$ cat src/rtl/serial_sub_if.sv
// Handshake and result bundle for the bit-serial subtractor.
// master drives requests (operands, start); slave is the subtractor.
interface serial_sub_if #(
    parameter int WIDTH = 8
);
    logic             start;
    logic [WIDTH-1:0] A;
    logic [WIDTH-1:0] B;
    logic             Bin;
    logic             busy;
    logic             done;
    logic [WIDTH-1:0] diff;
    logic             Bout;
    logic             V;

    modport master (
        output start, A, B, Bin,
        input  busy, done, diff, Bout, V
    );

    modport slave (
        input  start, A, B, Bin,
        output busy, done, diff, Bout, V
    );
endinterface

$ cat src/rtl/serial_sub.sv
// Bit-serial ripple subtractor: diff = A - B - Bin, one bit per clock, LSB first.
// A single full-subtractor cell with one borrow flop; results are held between operations.
module serial_sub #(
    parameter int WIDTH = 8
) (
    input  logic       clk,
    input  logic       rst,
    serial_sub_if.slave bus
);
    localparam int CW = $clog2(WIDTH);

    typedef enum logic [1:0] {IDLE, RUN, DONE} state_t;

    state_t           state, state_nxt;
    logic [WIDTH-1:0] sa, sb, sd;
    logic [CW-1:0]    cnt;
    logic             br;
    logic             msb_a, msb_b;
    logic [WIDTH-1:0] diff_q;
    logic             bout_q, v_q;

    logic             accept, last;
    logic             a, b, d, br_nxt;
    logic [WIDTH-1:0] sd_nxt;

    // start only counts when the unit is not mid-operation
    assign accept = bus.start && (state == IDLE || state == DONE);
    assign last   = (cnt == CW'(WIDTH - 1));

    assign a      = sa[0];
    assign b      = sb[0];
    assign d      = a ^ b ^ br;
    assign br_nxt = (~a & b) | (~(a ^ b) & br);
    assign sd_nxt = {d, sd[WIDTH-1:1]};

    always_ff @(posedge clk or posedge rst) begin
        if (rst) state <= IDLE;
        else     state <= state_nxt;
    end

    always_comb begin
        state_nxt = state;
        case (state)
            IDLE:    if (bus.start) state_nxt = RUN;
            RUN:     if (last)      state_nxt = DONE;
            DONE:    state_nxt = bus.start ? RUN : IDLE;
            default: state_nxt = IDLE;
        endcase
    end

    always_ff @(posedge clk or posedge rst) begin
        if (rst) begin
            sa     <= '0;
            sb     <= '0;
            sd     <= '0;
            br     <= 1'b0;
            cnt    <= '0;
            msb_a  <= 1'b0;
            msb_b  <= 1'b0;
            diff_q <= '0;
            bout_q <= 1'b0;
            v_q    <= 1'b0;
        end else if (accept) begin
            sa    <= bus.A;
            sb    <= bus.B;
            sd    <= '0;
            br    <= bus.Bin;
            cnt   <= '0;
            msb_a <= bus.A[WIDTH-1];
            msb_b <= bus.B[WIDTH-1];
        end else if (state == RUN) begin
            sa <= sa >> 1;
            sb <= sb >> 1;
            sd <= sd_nxt;
            br <= br_nxt;
            if (last) begin
                // d is the result MSB on the final bit
                diff_q <= sd_nxt;
                bout_q <= br_nxt;
                v_q    <= (msb_a != msb_b) && (d != msb_a);
            end else begin
                cnt <= cnt + 1'b1;
            end
        end
    end

    assign bus.busy = (state == RUN);
    assign bus.done = (state == DONE);
    assign bus.diff = diff_q;
    assign bus.Bout = bout_q;
    assign bus.V    = v_q;
endmodule

$ cat src/flat_wrapper.sv
// flat-port wrapper written by rule: the top's interface ports become plain ports
module serial_sub_flat 
#(
    parameter int WIDTH = 8
)
  (clk, rst, bus_start, bus_A, bus_B, bus_Bin, bus_busy, bus_done, bus_diff, bus_Bout, bus_V);
  serial_sub_if #(.WIDTH(WIDTH)) bus_i ();
  input  logic clk;
  input  logic rst;
  input wire logic [$bits(bus_i.start)-1:0] bus_start;
  input wire logic [$bits(bus_i.A)-1:0] bus_A;
  input wire logic [$bits(bus_i.B)-1:0] bus_B;
  input wire logic [$bits(bus_i.Bin)-1:0] bus_Bin;
  output wire logic [$bits(bus_i.busy)-1:0] bus_busy;
  output wire logic [$bits(bus_i.done)-1:0] bus_done;
  output wire logic [$bits(bus_i.diff)-1:0] bus_diff;
  output wire logic [$bits(bus_i.Bout)-1:0] bus_Bout;
  output wire logic [$bits(bus_i.V)-1:0] bus_V;
  assign bus_i.start = bus_start;
  assign bus_i.A = bus_A;
  assign bus_i.B = bus_B;
  assign bus_i.Bin = bus_Bin;
  assign bus_busy = bus_i.busy;
  assign bus_done = bus_i.done;
  assign bus_diff = bus_i.diff;
  assign bus_Bout = bus_i.Bout;
  assign bus_V = bus_i.V;
  serial_sub #(.WIDTH(WIDTH)) u_core (.clk(clk), .rst(rst), .bus(bus_i));
endmodule
$ cat config.mk
export PLATFORM = sky130hd
export DESIGN_NAME = serial_sub_flat
export DESIGN_NICKNAME = d
export VERILOG_FILES = /design/src/rtl/serial_sub_if.sv /design/src/rtl/serial_sub.sv /design/src/flat_wrapper.sv
export SDC_FILE = /design/constraint.sdc
export NUM_CORES = 1
export LEC_CHECK = 0
export CORE_MARGIN = 4
export CORE_UTILIZATION = 55
export CTS_CLUSTER_SIZE = 24
export DETAILED_ROUTE_END_ITERATION = 10
export PLACE_DENSITY_LB_ADDON = 0.2
export SYNTH_ARGS = -nofsm -noshare
export SYNTH_HDL_FRONTEND = slang
export SYNTH_SLANG_ARGS = --single-unit
$ cat constraint.sdc
create_clock -name clk -period 4.7 [get_ports clk]
set_clock_uncertainty 0.15 [all_clocks]
set_input_delay 0.47 -clock clk [delete_from_list [all_inputs] [get_ports clk]]
set_output_delay 0.47 -clock clk [all_outputs]
set_load 0.01 [all_outputs]
==> metrics.md, run 1 <==
| Metric | Value |
|---|---|
| Status | `finished, final reports clean` |
| Initial antenna violation count | `0` |
| Iter 0 DRT Violations | `56` |
| Synth Cell Area | `between 1500 and 2000 um2` |
| RR Endpoint | `u_core.br$_DFFE_PP0P_` |
| Tmin final | `2.41 ns` |
| Fin crit share | `51.3%` |
| 1st-pass router iterations | `4` |
| Hold path start | `u_core.sa[4]$_DFFE_PP0P_` |
| Mux share of post-synthesis cell area | `8.28%` |
| CP Class | `register to output pin` |
| Post-cts gate resize count | `0` |
| R2r setup slk | `~2.6 ns` |
| CP peak stage delay | `about 0.60 ns` |
| Post-synth ARST share | `100%` |
| Hold Path Stages | `1` |
| Worst-Margin Slew | `1.03 ns` |
| FILL cells | `223` |
| H-tree depth | `2` |
| Leak | `0.00106 uW` |
| Initial Util | `56.9%` |
| CP Max Fanout | `25` |
| Worst-path clk slew | `0.12 ns` |
| Main synth FF type | `dfrtp_1` |
| Dpl hpwl | `between 1500 and 2000 um` |
| Post-DR vias/cell | `5.46` |
| Worst Hold Path EP | `u_core.sa[4]$_DFFE_PP0P_` |
| PortBufs | `31` |
| Gpl congestion | `0.716` |
| Global Route Usage Sum | `16.8%` |
| Die height | `64.0 um` |
| CTS tree | `done` |
| Reg area | `just over 1000 um2` |
| Setup_tns | `0 ns` |
| Post-Synthesis Cells | `127` |
| Share of the synthesized area in the top cell type | `59.5%` |
| RSZ-0062 raised after global routing | `false` |
| Fmax | `0.415 GHz` |
| Power, Total | `1420 uW` |
| Clk root buf | `clkbuf_4` |
| Post-synthesis area per instance | `13.6 um2` |
| Die width | `64.0 um` |
| Worst Reg-to-Reg Cells | `3` |
| Antenna cells | `0` |
| Endpoints failing setup | `0` |
| Setup crit start kind | `register` |
| CTS Sinks | `41` |
| Arr. time, crit path | `1.79 ns` |
| Ys Warns | `0` |
| Leading area contributor after synthesis | `dfrtp_1` |
| Largest net degree at the start of global routing | `42` |
| Register area share after synthesis | `59.5%` |
| Die area | `4090 um2` |
| Postcts setup bufs | `0` |
| Synth top cells by count | `41 x dfrtp_1, 21 x a22o_1, 12 x a21o_1` |
| CP top delay family | `buffers and inverters` |
| Num CTS Buffers | `5` |
| Netlist cell types | `26` |
| Area Growth Syn to Fin | `24.3%` |
| Share of layout cells above drive strength 1 | `between 10% and 20%` |
| CP cell instances | `nor2b_2 -> buf_4 -> clkdlybuf4s50_1` |
| Ranking of synthesized cells by area | `dfrtp_1 60%, a22o_1 11%, mux2_2 6.5%, a21o_1 5.2%, buf_6 2.0%` |
| CTS Buffer Depth | `2` |
| Seq cells post-synth | `41` |
| Post-synthesis xor/xnor area fraction | `0.508%` |
| I/O pin count | `32` |
| Num rows | `20` |
| Most common cell in the netlist | `dfrtp_1` |
| Slew HR | `a little under a third` |
| Hold buffer count at cts | `0` |
| Net Count, Synth | `150` |
| RR Startpoint | `u_core.state[0]$_DFFE_PP0P_` |
| Cell at the slowest stage of the critical path | `clkdlybuf4s50_1` |
| Sum of routed wire length over all layers | `between 2000 and 3000 um` |
| Largest family of logic cells by synthesized area | `compound AO/OA/AOI/OAI gates` |
| Antenna viol nets, final | `0` |
| Area occupied by multi-input gates | `618 um2` |
| Buffer and inverter count on the worst path | `2` |
| Vias | `about 1.1k` |
| Critical Path End Type | `output pin` |
| Core area | `a little over 3000 um2` |
| Worst endpoint required time | `4.08 ns` |
| Synth Area in Compound Gates | `18.2%` |
| Max Slew Vio Count | `0` |
| First-pass GRT wire length | `5260 um` |
| Layout net count | `181` |
| Routed len/inst | `14.0 um` |
| Pwr Density | `663 nW/um2` |
| Hold crit path type | `register to register` |
| Endpoints failing hold | `0` |
| Worst skew pair latency | `0.34 ns` |
| Number of global-route vias before repair | `between 1k and 1.5k` |
| DRC | `0` |
| Worst IR drop on VDD | `0.387 mV` |
| Post-synthesis adder-cell area fraction | `~2.6%` |
| MaxCap Viol Count | `0` |
| Total gr overflow | `0` |
| Post-synth EDFFs | `0` |
| Post-Synth Simple-Gate Area | `under 10%` |
worst max-delay path by stage:
stage / from / end / slack, ns / cells past startpoint
after detailed placement: bus_start / u_core.br$_DFFE_PP0P_ / 2.05 / 4
after global placement: bus_start / u_core.br$_DFFE_PP0P_ / 2.09 / 4
final: u_core.state[0]$_DFFE_PP0P_ / bus_busy / 2.29 / 3
after global routing: u_core.state[0]$_DFFE_PP0P_ / bus_busy / 2.17 / 3
after CTS: u_core.state[0]$_DFFE_PP0P_ / bus_busy / 2.26 / 3
after floorplan: u_core.cnt[0]$_DFFE_PP0P_ / u_core.bus.diff[0]$_DFFE_PP0P_ / 2.98 / 5
per-layer routing:
metal,part of all wire (%),vias up,GRT usage (%)
met2,47,31,27.1
met1,46,549,20.3
li1,-,522,-
met3,4.6,7,4.75
met4,2.4,0,8.89
met5,0,-,0
stage by stage:
stage               worst slack [ns]  util, %  hold WS (ns)  instances  instance area [um2]
floorplan                       2.98        -         0.299        127                 1720
global placement                2.09     67.4         0.310        195                 2040
detailed placement              2.05     67.4         0.317        195                 2040
CTS                             2.26     70.7         0.345        203                 2140
global route                    2.17     70.7         0.372        203                 2140
finish                          2.29     70.7         0.344        203                 2140
cells in the final DEF, fill, tap and decap left out, drive strengths merged:
master	netlist	final
mux2	10	10
xnor2	1	1
a21oi	1	1
or2	1	1
and3b	1	1
a221o	2	2
o21ai	3	3
mux2i	3	3
nor3b	1	1
nand2	3	3
a21o	12	12
clkdlybuf4s50	0	31
bufinv	0	2
buf	9	2
inv	4	4
ha	2	2
fa	1	1
dfrtp	41	41
a22o	21	21
nor2b	4	4
nor3	1	1
nor2	5	5
clkinv	0	1
clkbuf	0	5
nand3b	1	1
sequential cells by signal, indices dropped and copies added (netlist names):
register	flops
u_core.state	2
u_core.bus.Bout	1
u_core.bus.diff	8
u_core.sd	7
u_core.msb_a	1
u_core.msb_b	1
u_core.br	1
u_core.sb	8
u_core.bus.V	1
u_core.sa	8
u_core.cnt	3
kinds of logic after synthesis:
kind of cell,Yosys count
mux,13
simple gates,17
xor+xnor,1
fa+ha+maj,3
buf+inv,13
compound gates,39
flops,41
where the power goes:
| group | internal [uW] | leakage [uW] | total, uW | switching [uW] |
|---|---|---|---|---|
| combinational | 311 | 0.000485 | 551 | 240 |
| sequential | 504 | 0.000520 | 592 | 87.7 |
| clock | 165 | 0.0000552 | 278 | 114 |
final cells by class:
cell class	instances	area share, %
clock buffers	5	1.75
clock inverters	3	3.04
inverters	4	0.701
multi-input cells	73	28.9
flip-flops and latches	41	47.9
well taps	44	2.57
repair buffers	33	15.2
(Power assumes the default switching activity.)
==> run 2, diff against run 1 <==
--- a/config.mk
+++ b/config.mk
@@ -6,7 +6,7 @@
 export NUM_CORES = 1
 export LEC_CHECK = 0
 export CORE_MARGIN = 4
-export CORE_UTILIZATION = 55
+export CORE_UTILIZATION = 51
 export CTS_CLUSTER_SIZE = 24
 export DETAILED_ROUTE_END_ITERATION = 10
 export PLACE_DENSITY_LB_ADDON = 0.2
==> constraint.sdc (replaced) <==
create_clock -name clk -period 2.4 [get_ports clk]
set_clock_uncertainty 0.15 [all_clocks]
set_input_delay 0.24 -clock clk [delete_from_list [all_inputs] [get_ports clk]]
set_output_delay 0.24 -clock clk [all_outputs]
set_load 0.01 [all_outputs]
==> run 2 against run 1 <==
Compared with the run above:
- first-iteration DRC count increased by 46%
- sequential power increased by 98%
- combinational power increased by 100%
- via count decreased by 0.54%
- die area increased by 6.8%
- clock power increased by 21%
- power increased by 83%
- sequential share of layout area increased by 0.62 points
- critical path depth increased by 1
- clock-buffer cell count increased by 2
- non-clock buffer count increased by 1
- largest cell class unchanged
- highest routed layer unchanged
==> metrics.md, run 2 (same netlist as run 1, synthesis figures left out) <==
| Metric | Value |
|---|---|
| Arr. time, crit path | `1.98 ns` |
| Dpl hpwl | `2040 um` |
| RR Startpoint | `u_core.cnt[0]$_DFFE_PP0P_` |
| Slew HR | `between 60% and 70%` |
| Post-DR vias/cell | `about 5.4` |
| Routed len/inst | `14.6 um` |
| Worst Slack Setup Final | `0.497 ns` |
| Leak | `0.00105 uW` |
| CP Max Fanout | `13` |
| Core area | `3150 um2` |
| Clk root buf | `clkbuf_4` |
| Critical Path End Type | `register` |
| H-tree depth | `2` |
| Worst skew pair latency | `0.33 ns` |
| RSZ-0062 raised after global routing | `false` |
| Leading cell type in the layout, fill and taps excluded | `dfrtp_1` |
| Status | `finished, final reports clean` |
| Endpoints failing setup | `0` |
| Fin crit share | `79.3%` |
| Commonest cells after routing, fill and taps aside | `41 x dfrtp_1, 31 x clkdlybuf4s50_1, 21 x a22o_1` |
| Vias | `1103` |
| Worst setup path endpoint | `u_core.bus.diff[1]$_DFFE_PP0P_` |
| I/O pin count | `32` |
| FILL cells | `260` |
| Worst endpoint required time | `2.48 ns` |
| DRC | `0` |
| Total gr overflow | `0` |
| Global Route Usage Sum | `16.0%` |
| Placed instance area | `2060 um2` |
| Setup crit start kind | `register` |
| Number of global-route vias before repair | `1136` |
| Iter 0 DRT Violations | `82` |
| Worst Reg-to-Reg Cells | `4` |
| Tmin final | `1.90 ns` |
| CTS Buffer Depth | `2` |
| MaxCap Viol Count | `0` |
| Gpl congestion | `between 0.7 and 0.8` |
| Initial antenna violation count | `0` |
| Endpoints failing hold | `0` |
| Setup_tns | `0 ns` |
| Antenna viol nets, final | `0` |
| Layout net count | `between 150 and 200` |
| CTS tree | `done` |
| Worst-Margin Slew | `0.553 ns` |
| Finished Core Util | `67.1%` |
| Num CTS Buffers | `5` |
| Final instance area | `2110 um2` |
| Initial Util | `54.6%` |
| PortBufs | `31` |
| Fmax | `0.525 GHz` |
| Pre-CTS setup slack | `0.479 ns` |
| CP Class | `register to register` |
| RR Endpoint | `u_core.bus.diff[1]$_DFFE_PP0P_` |
| Max Slew Vio Count | `0` |
| Hold crit path type | `input port to async pin` |
| Num rows | `20` |
| Die width | `66.1 um` |
| CTS Sinks | `41` |
| Worst IR drop on VDD | `0.585 mV` |
| Pwr Density | `1230 nW/um2` |
| 1st-pass router iterations | `4` |
| Worst-path clk slew | `0.11 ns` |
| Area Growth Syn to Fin | `22.7%` |
| Die height | `66.1 um` |
| Largest net degree at the start of global routing | `42` |
| Sum of routed wire length over all layers | `2960 um` |
| Share of layout cells above drive strength 1 | `around 15%` |
| R2r setup slk | `0.50 ns` |
| Antenna cells | `0` |
| Hold buffer count at cts | `0` |
| Postcts setup bufs | `0` |
| First-pass GRT wire length | `5290 um` |
| Post-cts gate resize count | `0` |
| CP startpoint | `u_core.cnt[0]$_DFFE_PP0P_` |
| Die area | `4370 um2` |
-- run 2: area by class of cell --
type	count	area, um2	area share, %
timing repair buffer	34	345	16.3
clock buffer	7	55.1	2.60
tap	44	55.1	2.60
multi-input combinational	73	618	29.2
inverter	4	15.0	0.710
sequential	41	1030	48.5
-- run 2: routing by layer --
layer	vias up	GRT usage [%]	wire (um)	share of wire [%]
met5	-	0	0	0
met3	4	5.95	131	4.4
met4	0	3.81	27	0.91
li1	519	-	-	-
met2	26	25.5	1430	48
met1	554	20.8	1370	46
-- run 2: critical path, stage by stage, from the launching register on --
cell and delay (ns):
dfrtp_1 0.41, ha_1 0.21, ha_1 0.20, nand3b_1 0.44, mux2_2 0.40
-- run 2: worst min-delay path by stage --
stage                                   startpoint                        endpoint  slack [ns]  cells past startpoint
after floorplan                           bus_B[4]        u_core.sb[4]$_DFFE_PP0P_        0.21                      2
after global placement    u_core.sa[4]$_DFFE_PP0P_        u_core.sa[4]$_DFFE_PP0P_        0.31                      1
after detailed placement  u_core.sa[5]$_DFFE_PP0P_        u_core.sa[5]$_DFFE_PP0P_        0.32                      1
after CTS                                      rst  u_core.bus.diff[6]$_DFFE_PP0P_        0.19                      3
after global routing                           rst        u_core.sd[4]$_DFFE_PP0P_        0.21                      3
final                                          rst     u_core.state[0]$_DFFE_PP0P_        0.18                      3
-- run 2: per-stage QoR --
stage               std cells  total power, uW  hold slack [ns]
finish                    203             2600            0.178
CTS                       203             2630            0.186
global route              203             2810            0.207
floorplan                 127             1970            0.212
global placement          196             2230            0.308
detailed placement        196             2290            0.317
-- run 2: report_power, final --
group          switching [uW]  internal (uW)  leakage, uW
Combinational             474            623     0.000493
Clock                     197            138    0.0000314
Sequential                181            988     0.000520
